**config.mk**
```make
export PLATFORM = sky130hd
export DESIGN_NAME = enable_gen
export DESIGN_NICKNAME = d
export VERILOG_FILES = /design/src/rtl/enable_gen_pkg.sv /design/src/rtl/enable_gen_btn_conditioner.sv /design/src/rtl/enable_gen.sv
export SDC_FILE = /design/constraint.sdc
export NUM_CORES = 1
export LEC_CHECK = 0
export ABC_AREA = 1
export CAP_MARGIN = 25
export CORE_MARGIN = 5
export CORE_UTILIZATION = 59
export CTS_BUF_LIST = sky130_fd_sc_hd__clkbuf_4
export CTS_CLUSTER_DIAMETER = 80
export DETAILED_ROUTE_END_ITERATION = 6
export HOLD_SLACK_MARGIN = 0.06
export PLACE_DENSITY_LB_ADDON = 0.2
export SLEW_MARGIN = 20
export SYNTH_ARGS = -nofsm -noshare
export SYNTH_HDL_FRONTEND = slang
export SYNTH_HIERARCHICAL = 1
export SYNTH_SLANG_ARGS = --single-unit
```
**constraint.sdc**
```tcl
create_clock -name clock -period 4.4 [get_ports clock]
set_input_delay 1.1 -clock clock [delete_from_list [all_inputs] [get_ports clock]]
set_output_delay 1.1 -clock clock [all_outputs]
set_load 0.05 [all_outputs]
```
**src/rtl/enable_gen_pkg.sv**
```systemverilog
// Shared types for the enable generator.
// Holds the FSM state type and the raw encodings behind it.
package enable_gen_pkg;

  localparam logic [1:0] StateIdleEnc = 2'b00;
  localparam logic [1:0] StateRunEnc  = 2'b01;
  localparam logic [1:0] StateStepEnc = 2'b10;

  typedef enum logic [1:0] {
    StIdle = StateIdleEnc,
    StRun  = StateRunEnc,
    StStep = StateStepEnc
  } state_e;

endpackage

```
**src/rtl/enable_gen_btn_conditioner.sv**
```systemverilog
// Button conditioner: 2-flop synchronizer, optional debounce filter, rising-edge detector.
// Build option: define ENABLE_GEN_DEBOUNCE_EN to include the debounce filter; without it
// the synchronizer output feeds the edge detector directly.
// Ports:
//   clock - rising-edge clock
//   reset - synchronous, active-high; clears all state to 0
//   btn   - raw asynchronous button level, high = pressed
//   press - one-cycle pulse on each 0->1 transition of the conditioned level
module btn_conditioner #(
  parameter int unsigned DEB_CYCLES = 1000
) (
  input  logic clock,
  input  logic reset,
  input  logic btn,
  output logic press
);

  logic sync1_q, sync2_q;
  logic level;
  logic prev_q;

  always_ff @(posedge clock) begin
    if (reset) begin
      sync1_q <= 1'b0;
      sync2_q <= 1'b0;
    end else begin
      sync1_q <= btn;
      sync2_q <= sync1_q;
    end
  end

`ifdef ENABLE_GEN_DEBOUNCE_EN
  localparam int unsigned CntW = $clog2(DEB_CYCLES + 1);

  logic            level_q, level_d;
  logic [CntW-1:0] cnt_q, cnt_d;

  // Level follows the synchronized input only after it has disagreed for
  // DEB_CYCLES consecutive cycles; any agreement restarts the count.
  always_comb begin
    level_d = level_q;
    cnt_d   = '0;
    if (sync2_q != level_q) begin
      if (cnt_q == CntW'(DEB_CYCLES - 1)) begin
        level_d = sync2_q;
      end else begin
        cnt_d = cnt_q + CntW'(1);
      end
    end
  end

  always_ff @(posedge clock) begin
    if (reset) begin
      level_q <= 1'b0;
      cnt_q   <= '0;
    end else begin
      level_q <= level_d;
      cnt_q   <= cnt_d;
    end
  end

  assign level = level_q;
`else
  // Keeps DEB_CYCLES referenced when the filter is compiled out.
  logic unused_deb;
  assign unused_deb = ^DEB_CYCLES;
  assign level      = sync2_q;
`endif

  always_ff @(posedge clock) begin
    if (reset) begin
      prev_q <= 1'b0;
    end else begin
      prev_q <= level;
    end
  end

  assign press = level & ~prev_q;

endmodule

```
**src/rtl/enable_gen.sv**
```systemverilog
// Enable generator: run/stop and single-step buttons drive an IDLE/RUN/STEP FSM that emits
// single-cycle count-enable pulses for a downstream counter.
// Build option: define ENABLE_GEN_DEBOUNCE_EN to include the button debounce filters.
// Ports:
//   clock     - rising-edge clock
//   reset     - synchronous, active-high
//   btn_run   - raw run/stop button, high = pressed
//   btn_step  - raw single-step button, high = pressed
//   div_value - enable period minus 1 (quasi-static)
//   enable    - registered single-cycle count-enable pulse
//   running   - high while the FSM is in RUN
module enable_gen
  import enable_gen_pkg::*;
#(
  parameter int unsigned DIV_W      = 16,
  parameter int unsigned DEB_CYCLES = 1000
) (
  input  logic             clock,
  input  logic             reset,
  input  logic             btn_run,
  input  logic             btn_step,
  input  logic [DIV_W-1:0] div_value,
  output logic             enable,
  output logic             running
);

  logic run_press, step_press;

  btn_conditioner #(
    .DEB_CYCLES(DEB_CYCLES)
  ) u_run_cond (
    .clock(clock),
    .reset(reset),
    .btn  (btn_run),
    .press(run_press)
  );

  btn_conditioner #(
    .DEB_CYCLES(DEB_CYCLES)
  ) u_step_cond (
    .clock(clock),
    .reset(reset),
    .btn  (btn_step),
    .press(step_press)
  );

  state_e           state_q, state_d;
  logic [DIV_W-1:0] div_q, div_d;
  logic             enable_q, enable_d;

  always_comb begin
    state_d  = state_q;
    div_d    = '0;
    enable_d = 1'b0;

    unique case (state_q)
      StIdle: begin
        if (run_press) begin
          state_d = StRun;
        end else if (step_press) begin
          state_d = StStep;
        end
      end
      StRun: begin
        if (run_press) begin
          state_d = StIdle;
        end
      end
      StStep:  state_d = StIdle;
      default: state_d = StIdle;
    endcase

    // The divider restarts from 0 on entry to RUN and after every pulse. The pulse is
    // computed one cycle ahead so the output is a flop; a lowered div_value therefore
    // fires on the next cycle instead of wrapping.
    if (state_q == StRun && state_d == StRun) begin
      div_d = enable_q ? '0 : div_q + DIV_W'(1);
    end
    enable_d = (state_d == StStep) || (state_d == StRun && div_d >= div_value);
  end

  always_ff @(posedge clock) begin
    if (reset) begin
      state_q  <= StIdle;
      div_q    <= '0;
      enable_q <= 1'b0;
    end else begin
      state_q  <= state_d;
      div_q    <= div_d;
      enable_q <= enable_d;
    end
  end

  assign enable  = enable_q;
  assign running = (state_q == StRun);

endmodule

```
# Yosys cells after proc, flatten, opt, wreduce, memory -nomap -nowiden
# Cells that the tools add are included.
[totals]
register_bits = 25
memories = 0
mem_bits_rw = 0
out_inout_bits = 2
wordCells = 28
latchBits = 0
romBits = 0
[classes]
reduce_logical = 4
n_mul = 0
div = 0
bitwise_logic = 4
order_cmp = 1
n_mux = 6
n_eq_ne = 3
addsub = 1
shifts = 0
[op_table]
columns = ["op", "n"]
rows = [
  ["$mux 16", 2],
  ["$add 16x1->16 const B", 1],
  ["$ge 16x16->1", 1],
  ["$mux 2", 3],
  ["$eq 2x1->1 const B", 2],
  ["$pmux 2 s2", 1],
  ["$and 1x1->1", 2],
  ["$eq 2x2->1 const B", 1],
  ["$logic_and 1x1->1", 2],
  ["$logic_not 2->1", 1],
  ["$not 1->1", 2],
  ["$logic_or 1x1->1", 1],
]

# Longest topological paths before layout
# Gate-level depths: netlist of the first run.
[logic_depth]
word_depth = 11
mapped_depth = 19
mapped_depth_nobuf = 19

# Hierarchy
# The synthesis of the first run kept the hierarchy.
[by_module_without_submodules]
columns = ["mod", "area_each_um2", "seq_area_each_um2", "cells_each", "n_inst"]
rows = [
  ["enable_gen", 1448.9, 380.4, 221, 1],
  ["btn_conditioner", 86.3, 60.1, 10, 2],
]

# Worst setup path before layout of the first run
# Ideal clock, no wire load.
[synth_path]
kind = "reg-to-reg"
startpoint = "register state_q[0]"
endpoint = "register enable_q (netlist: enable)"
stages_incl_launch_ff = 19
arrival_ps = 2159
synth_period_minus_slack_ps = 2271
setup_time_ps = 112
required_ps = 4288
setup_slack_ps = 2129
n_path_buf = 1
path_cell_list = "dfxtp_1 inv_1 nor2_2 nand2_1 nor2_2 buf_6 o21ai_0 nor2_1 ha_1 nand2_1 inv_1 nand2_1 nand2_1 nor2_1 nand2_1 nand2_1 nand2_1 nand2_1 nand2_1"
[synth_rtl]
columns = ["element", "line", "text"]
rows = [
  ["start, declared", "enable_gen.sv:47", "state_e state_q, state_d;"],
  ["start signal, assigned", "enable_gen.sv:84", "state_q <= StIdle;"],
  ["start signal, assigned", "enable_gen.sv:88", "state_q <= state_d;"],
  ["$eq 2x1->1 (*)", "n/a", ""],
  ["via running", "enable_gen.sv:24", "output logic running"],
  ["$pmux 2 s2", "enable_gen.sv:56", "unique case (state_q)"],
  ["$eq 2x1->1", "enable_gen.sv:76, enable_gen.sv:79", ""],
  ["$logic_and 1x1->1 (*)", "enable_gen.sv:76", "if (state_q == StRun && state_d == StRun) begin"],
  ["$mux 16 (*)", "enable_gen.sv:76", ""],
  ["via div_d[7]", "enable_gen.sv:48", "logic [DIV_W-1:0] div_q, div_d;"],
  ["$ge 16x16->1 (*)", "enable_gen.sv:79", "enable_d = (state_d == StStep) || (state_d == StRun && div_d >= div_value);"],
  ["$logic_and 1x1->1 (*)", "enable_gen.sv:79", ""],
  ["$logic_or 1x1->1 (*)", "enable_gen.sv:79", ""],
  ["end signal, assigned", "enable_gen.sv:90", "enable_q <= enable_d;"],
  ["end, declared", "enable_gen.sv:49", "logic enable_q, enable_d;"],
]
# The timed path passes the listed nets; every way through them passes the cells marked *.
# A chain may end at the register's enable or synchronous reset.

# Worst setup path in the final report of the first run
[layout_path]
startpoint = "register state_q[0]"
endpoint = "output running"
[layout_between]
elab_chain_cells = 1
[layout_lines]
columns = ["element", "line", "text"]
rows = [
  ["$eq 2x1->1", "enable_gen.sv:95", "assign running = (state_q == StRun);"],
  ["end, declared", "enable_gen.sv:24", ""],
]
# No other way between the ends.

==> results of run 1 <==
## registers in the layout, summed over array words and instances, names as in the netlist
signal and flops:
u_step_cond/prev_q 1, state_q 2, u_step_cond/level 1, u_run_cond/level 1
div_q 16, enable 1, u_run_cond/prev_q 1, u_step_cond/sync1_q 1
u_run_cond/sync1_q 1
## cells in the final DEF (no fill, tap or decap), types with 4 or more instances in the layout
cell type	netlist	routed
nand2_1	43	43
nor2_2	6	6
inv_1	57	57
clkbuf_4	0	4
nor2_1	35	35
clkdlybuf4s50_1	0	21
dfxtp_1	25	25
nor3_1	12	12
nand3_1	6	6
ha_1	17	17
a21oi_1	8	8
## layout make-up
class,count,area share (%)
Clock buffer,4,1.60
Inverter,58,11.6
Multi-Input combinational cell,154,46.8
Sequential cell,25,26.7
Tap cell,31,2.07
Timing Repair Buffer,21,11.2
## worst min-delay path, delay by kind of cell (launching register included)
| kind | cells | cell delay, ps |
|---|---|---|
| simple gates | 1 | 30 |
| flops | 1 | 320 |
| buf+inv | 1 | 40 |
## per-layer routing
metal  GRT usage [%]  vias up
met3            3.78        2
met5               0        -
met4            3.18        0
li1                -      777
met2            24.2       31
met1            20.3      584
## logic make-up (layout without fill, tap and decap cells)
family,after synthesis,count (layout),synth area share (%)
AO/OA/AOI/OAI,17,17,5.71
XOR/XNOR,2,2,1.08
adder cells (fa/ha/maj),17,17,13.1
buffers and inverters,62,83,15.0
flip-flops,25,25,30.9
AND/OR/NAND/NOR,118,118,34.3
## final timing paths
kind         depth (start not counted)               end               start  slack [ps]
max                                  3           running          state_q[0]        1670
min                                  2  u_run_cond/level  u_run_cond/sync1_q         420
max reg2reg                         17            enable          state_q[0]        1970
min reg2reg                          2  u_run_cond/level  u_run_cond/sync1_q         420
## metrics by stage
stage / instances / setup WS [ps] / cell area (sq um)
floorplan: 241 / 2130 / 1620
global placement: 289 / 1760 / 1850
detailed placement: 289 / 1740 / 1850
CTS: 293 / 1660 / 1880
global route: 293 / 1580 / 1880
finish: 293 / 1670 / 1880
## synthesized netlist by cell type (2+ instances only)
| cell type | instances | area (sq um) |
|---|---|---|
| o21bai_1 | 2 | 15.0 |
| nand2_1 | 43 | 161 |
| nand2_2 | 3 | 18.8 |
| a21oi_1 | 8 | 40.0 |
| dfxtp_1 | 25 | 500 |
| nor2_1 | 35 | 131 |
| buf_2 | 2 | 10.0 |
| nor2_2 | 6 | 37.5 |
| nor4_1 | 2 | 12.5 |
| nor3_2 | 2 | 20.0 |
| nand3_2 | 3 | 30.0 |
| nor3_1 | 12 | 60.1 |
| nand3_1 | 6 | 30.0 |
| o21ai_1 | 3 | 15.0 |
| inv_1 | 57 | 214 |
| o21ai_0 | 3 | 15.0 |
| nand4_1 | 2 | 12.5 |
| ha_1 | 17 | 213 |
## report_power, final
| part | total (mW) | switching (mW) | internal [mW] |
|---|---|---|---|
| Combinational | 0.0466 | 0.0227 | 0.0239 |
| Clock | 0.107 | 0.0657 | 0.0416 |
| Sequential | 0.231 | 0.00136 | 0.230 |
==> run summary, run 1 <==
Port Buffers -> 21
WHS -> 417 ps
CP Buf/Inv Count -> 2
critical path's top delay family -> buffers and inverters
Cell Pwr Density -> 205 nW/um^2
Total GRT Usage -> 15.1%
io pins -> 22
Final Slew Violations -> 0
worst endpoint data arrival time -> 1630 ps
core area -> 2690 sq um
Yosys reg bits -> 25
RSZ-0062 raised after global routing -> no
Max FO, Critical Path -> 2
CP Data Required Time -> 3300 ps
metal2 WL -> 1.28 mm
crit path launch type -> flip-flop
commonest register cell after synthesis -> dfxtp_1
Mapped Avg Cell Area -> 6.73 sq um
Cell Chain, Critical Path -> inv_1, nor2_2, clkdlybuf4s50_1
die width -> 62.4 um
total chip power -> 0.385 mW
DR vias -> 1394
Slew @ Worst Pin -> 878 ps
clock buffer depth -> 2
Final Hold Viols -> 0
length of the first detailed-routing pass in iterations -> 4
final setup violating endpoints -> 0
Max-slew headroom -> 41.3%
P&R area growth vs syn -> 15.7%
Final Util -> 69.8%
CTS-repair resized insts -> 0
grt ovf -> 0
worst skew pair latency -> 320 ps
Ys Warns -> 6
FF+latch area -> 500 sq um
die area -> 3900 sq um
first-pass GRT wire length -> 4.91 mm
root buffer cell -> clkbuf_4
setup bufs post-CTS -> 0
clock sinks -> 25
f_max -> 367 MHz
Hold Buf Count CTS -> 0
vias per cell -> 4.76
syn_nets -> 278
Crit. End Element -> output pin
DRT iter0 DRCs -> 67
Max VDD drop -> 267 uV
final net count -> 300
hpwl dp -> 2.28 mm
Remaining DRCs -> 0
Tcrit/Tclk final -> 62.0%
met3 routed WL -> 120 um
# rows -> 19
Top Metal Used -> met4
Hold Crit Class -> flip-flop to flip-flop
Max-cap violations -> 0
Multi-input gate area -> 878 sq um
Metal-1 WL -> 1.39 mm
Yosys cell types -> 28
ratio of cells with drive above 1 in the final layout -> 8.02%
CTS tree -> yes
Num CTS Buffers -> 3
asr flop ratio synth -> 0%
Post-synth EDFFs -> 0
sequential-to-total area share from yosys stat -> 30.9%
kind of critical path -> flip-flop to output pin
Pleak -> 0.946 nW
routability cong. -> 0.803
initial antenna violation count -> 0
ant diodes -> 0
Tmin final -> 2730 ps
pin count of the biggest net entering global routing -> 25
initial core utilization -> 60.4%
number of global-route vias before repair -> 1196
Synth Cell Area -> 1620 sq um
Fin Setup TNS -> 0 ps
Clk pin slew, worst setup/hold paths -> 120 ps
Wirelength per Cell -> 9.59 um
critical path's largest stage delay -> 810 ps
Layout Skew -> 8.56 ps
Routed WL -> 2.81 mm
Post-Syn Instances -> 241
height of the die -> 62.4 um
slowest CP cell -> clkdlybuf4s50_1
Routed Antenna Nets -> 0
CTS H-tree depth -> 1
# fillers -> 248
outcome -> completed
Power figures use the tool's default switching activity.
==> inputs of run 2 (changes only) <==
--- a/config.mk
+++ b/config.mk
@@ -8,7 +8,7 @@
 export ABC_AREA = 1
 export CAP_MARGIN = 25
 export CORE_MARGIN = 5
-export CORE_UTILIZATION = 59
+export CORE_UTILIZATION = 57
 export CTS_BUF_LIST = sky130_fd_sc_hd__clkbuf_4
 export CTS_CLUSTER_DIAMETER = 80
 export DETAILED_ROUTE_END_ITERATION = 6
==> constraint.sdc (replaced) <==
create_clock -name clock -period 2.6 [get_ports clock]
set_input_delay 0.65 -clock clock [delete_from_list [all_inputs] [get_ports clock]]
set_output_delay 0.65 -clock clock [all_outputs]
set_load 0.05 [all_outputs]
==> run summary, run 2 (synthesis gave the netlist of run 1 again) <==
Cell Chain, Critical Path -> inv_1, nor2_2, clkdlybuf4s50_1
final net count -> 303
Reg2Reg Launch Point -> state_q[0]
DR vias -> 1384
critical path depth -> 3
slack of the worst reg-to-reg path -> 390 ps
P&R area growth vs syn -> 17.1%
FF+latch area -> 500 sq um
Multi-input gate area -> 878 sq um
Final Slew Violations -> 0
CTS-repair resized insts -> 0
setup bufs post-CTS -> 0
Largest regs -> div_q: 16 flops, state_q: 2 flops
Total GRT Usage -> 15.5%
most frequent cells in the layout -> inv_1 (57), nand2_1 (43), nor2_1 (35)
routability cong. -> 0.782
CP Buf/Inv Count -> 2
Max-slew headroom -> 66.1%
Layout Skew -> 2.05 ps
Largest Register -> div_q
max reg flops -> 16
placed cells -> 292
Tmin final -> 2280 ps
first-pass GRT wire length -> 5.22 mm
initial core utilization -> 59.3%
hpwl dp -> 2.38 mm
crit path capture -> running
vias per cell -> 4.68
CP Data Required Time -> 1950 ps
RSZ-0062 raised after global routing -> no
Layout Cells excl Fill -> 296
WHS Path Cells -> 2
Final Util -> 69.4%
Max VDD drop -> 395 uV
Slew @ Worst Pin -> 507 ps
DRT iter0 DRCs -> 46
CTS tree -> yes
core area -> 2730 sq um
kind of critical path -> flip-flop to output pin
critical path's largest stage delay -> 810 ps
slowest CP cell -> clkdlybuf4s50_1
total chip power -> 0.656 mW
Hold Buf Count CTS -> 0
Cell Pwr Density -> 346 nW/um^2
Pleak -> 0.956 nW
Routed Antenna Nets -> 0
Wirelength per Cell -> 9.68 um
Port Buffers -> 21
grt ovf -> 0
Placement Cell Area -> 1870 sq um
CP startpoint -> state_q[0]
clock sinks -> 25
f_max -> 439 MHz
Crit. End Element -> output pin
clock buffer depth -> 2
Final Hold Viols -> 0
Max FO, Critical Path -> 2
R2R cell count -> 15
worst endpoint data arrival time -> 1630 ps
critical path's top delay family -> buffers and inverters
outcome -> completed
io pins -> 22
initial antenna violation count -> 0
ratio of cells with drive above 1 in the final layout -> 9.06%
Fin Setup TNS -> 0 ps
Num CTS Buffers -> 3
# rows -> 19
pin count of the biggest net entering global routing -> 16
root buffer cell -> clkbuf_4
most common cell after layout, fill and taps aside -> inv_1
worst skew pair latency -> 320 ps
final setup violating endpoints -> 0
Tcrit/Tclk final -> 87.7%
die width -> 63.3 um
r2r endpoint -> enable
die area -> 4010 sq um
Hold Startpoint -> u_step_cond/sync1_q
design area -> 1900 sq um
number of global-route vias before repair -> 1277
CTS H-tree depth -> 1
# fillers -> 256
Max-cap violations -> 0
crit path launch type -> flip-flop
Hold Crit Class -> flip-flop to flip-flop
height of the die -> 63.3 um
Clk pin slew, worst setup/hold paths -> 140 ps
Routed WL -> 2.87 mm
ant diodes -> 0
Remaining DRCs -> 0
length of the first detailed-routing pass in iterations -> 4
## run 2: power breakdown
| group | internal, mW | leakage, nW | switching, mW |
|---|---|---|---|
| Combinational | 0.0433 | 0.740 | 0.0398 |
| Clock | 0.0588 | 0.0139 | 0.123 |
| Sequential | 0.389 | 0.203 | 0.00224 |
## run 2: how the worst min path moves through the flow
stage                             end  slack (ps)
floorplan            u_run_cond/level         390
global placement    u_step_cond/level         390
detailed placement  u_step_cond/level         400
CTS                 u_step_cond/level         420
global route        u_step_cond/level         440
finish              u_step_cond/level         410
## run 2: final cells by class
cell class                 count  area share (%)
clock buffer                   3            1.19
clock inverter                 1           0.396
inverter                      58            11.5
multi-input combinational    154            46.3
sequential                    25            26.4
tap                           31            2.04
timing repair buffer          24            12.3
## run 2: metrics by stage
stage	worst slack, ps	hold slack, ps
floorplan	329	388
global placement	379	389
detailed placement	381	400
CTS	294	419
global route	89.1	436
finish	320	415
## run 2: layer usage
layer / up-vias / track usage, % / share of wire, %
li1: 784 / - / -
met1: 584 / 21.8 / 53
met2: 14 / 24.2 / 43
met3: 2 / 3.20 / 3.3
met4: 0 / 3.90 / 0.73
met5: - / 0 / 0
## run 2: worst register-to-register path, stage by stage (launching register included)
cell and delay [ps]:
dfxtp_1 360, inv_1 50, nor2_2 90, nand2_1 80, nor2_2 240, inv_1 230
or2_1 280, ha_1 270, nand4_1 100, nor2_1 40, nor2_1 70, nand2_1 90
nand2_1 70, nand2_1 50, nand2_1 50, nand2_1 40
==> inputs of run 3 (changes only) <==
--- a/config.mk
+++ b/config.mk
@@ -14,7 +14,7 @@
 export DETAILED_ROUTE_END_ITERATION = 6
 export HOLD_SLACK_MARGIN = 0.06
 export PLACE_DENSITY_LB_ADDON = 0.2
-export SLEW_MARGIN = 20
+export SLEW_MARGIN = 15
 export SYNTH_ARGS = -nofsm -noshare
 export SYNTH_HDL_FRONTEND = slang
 export SYNTH_HIERARCHICAL = 1
==> results of run 3 <==
The final DEF is identical to that of run 2; final timing and power are the same.
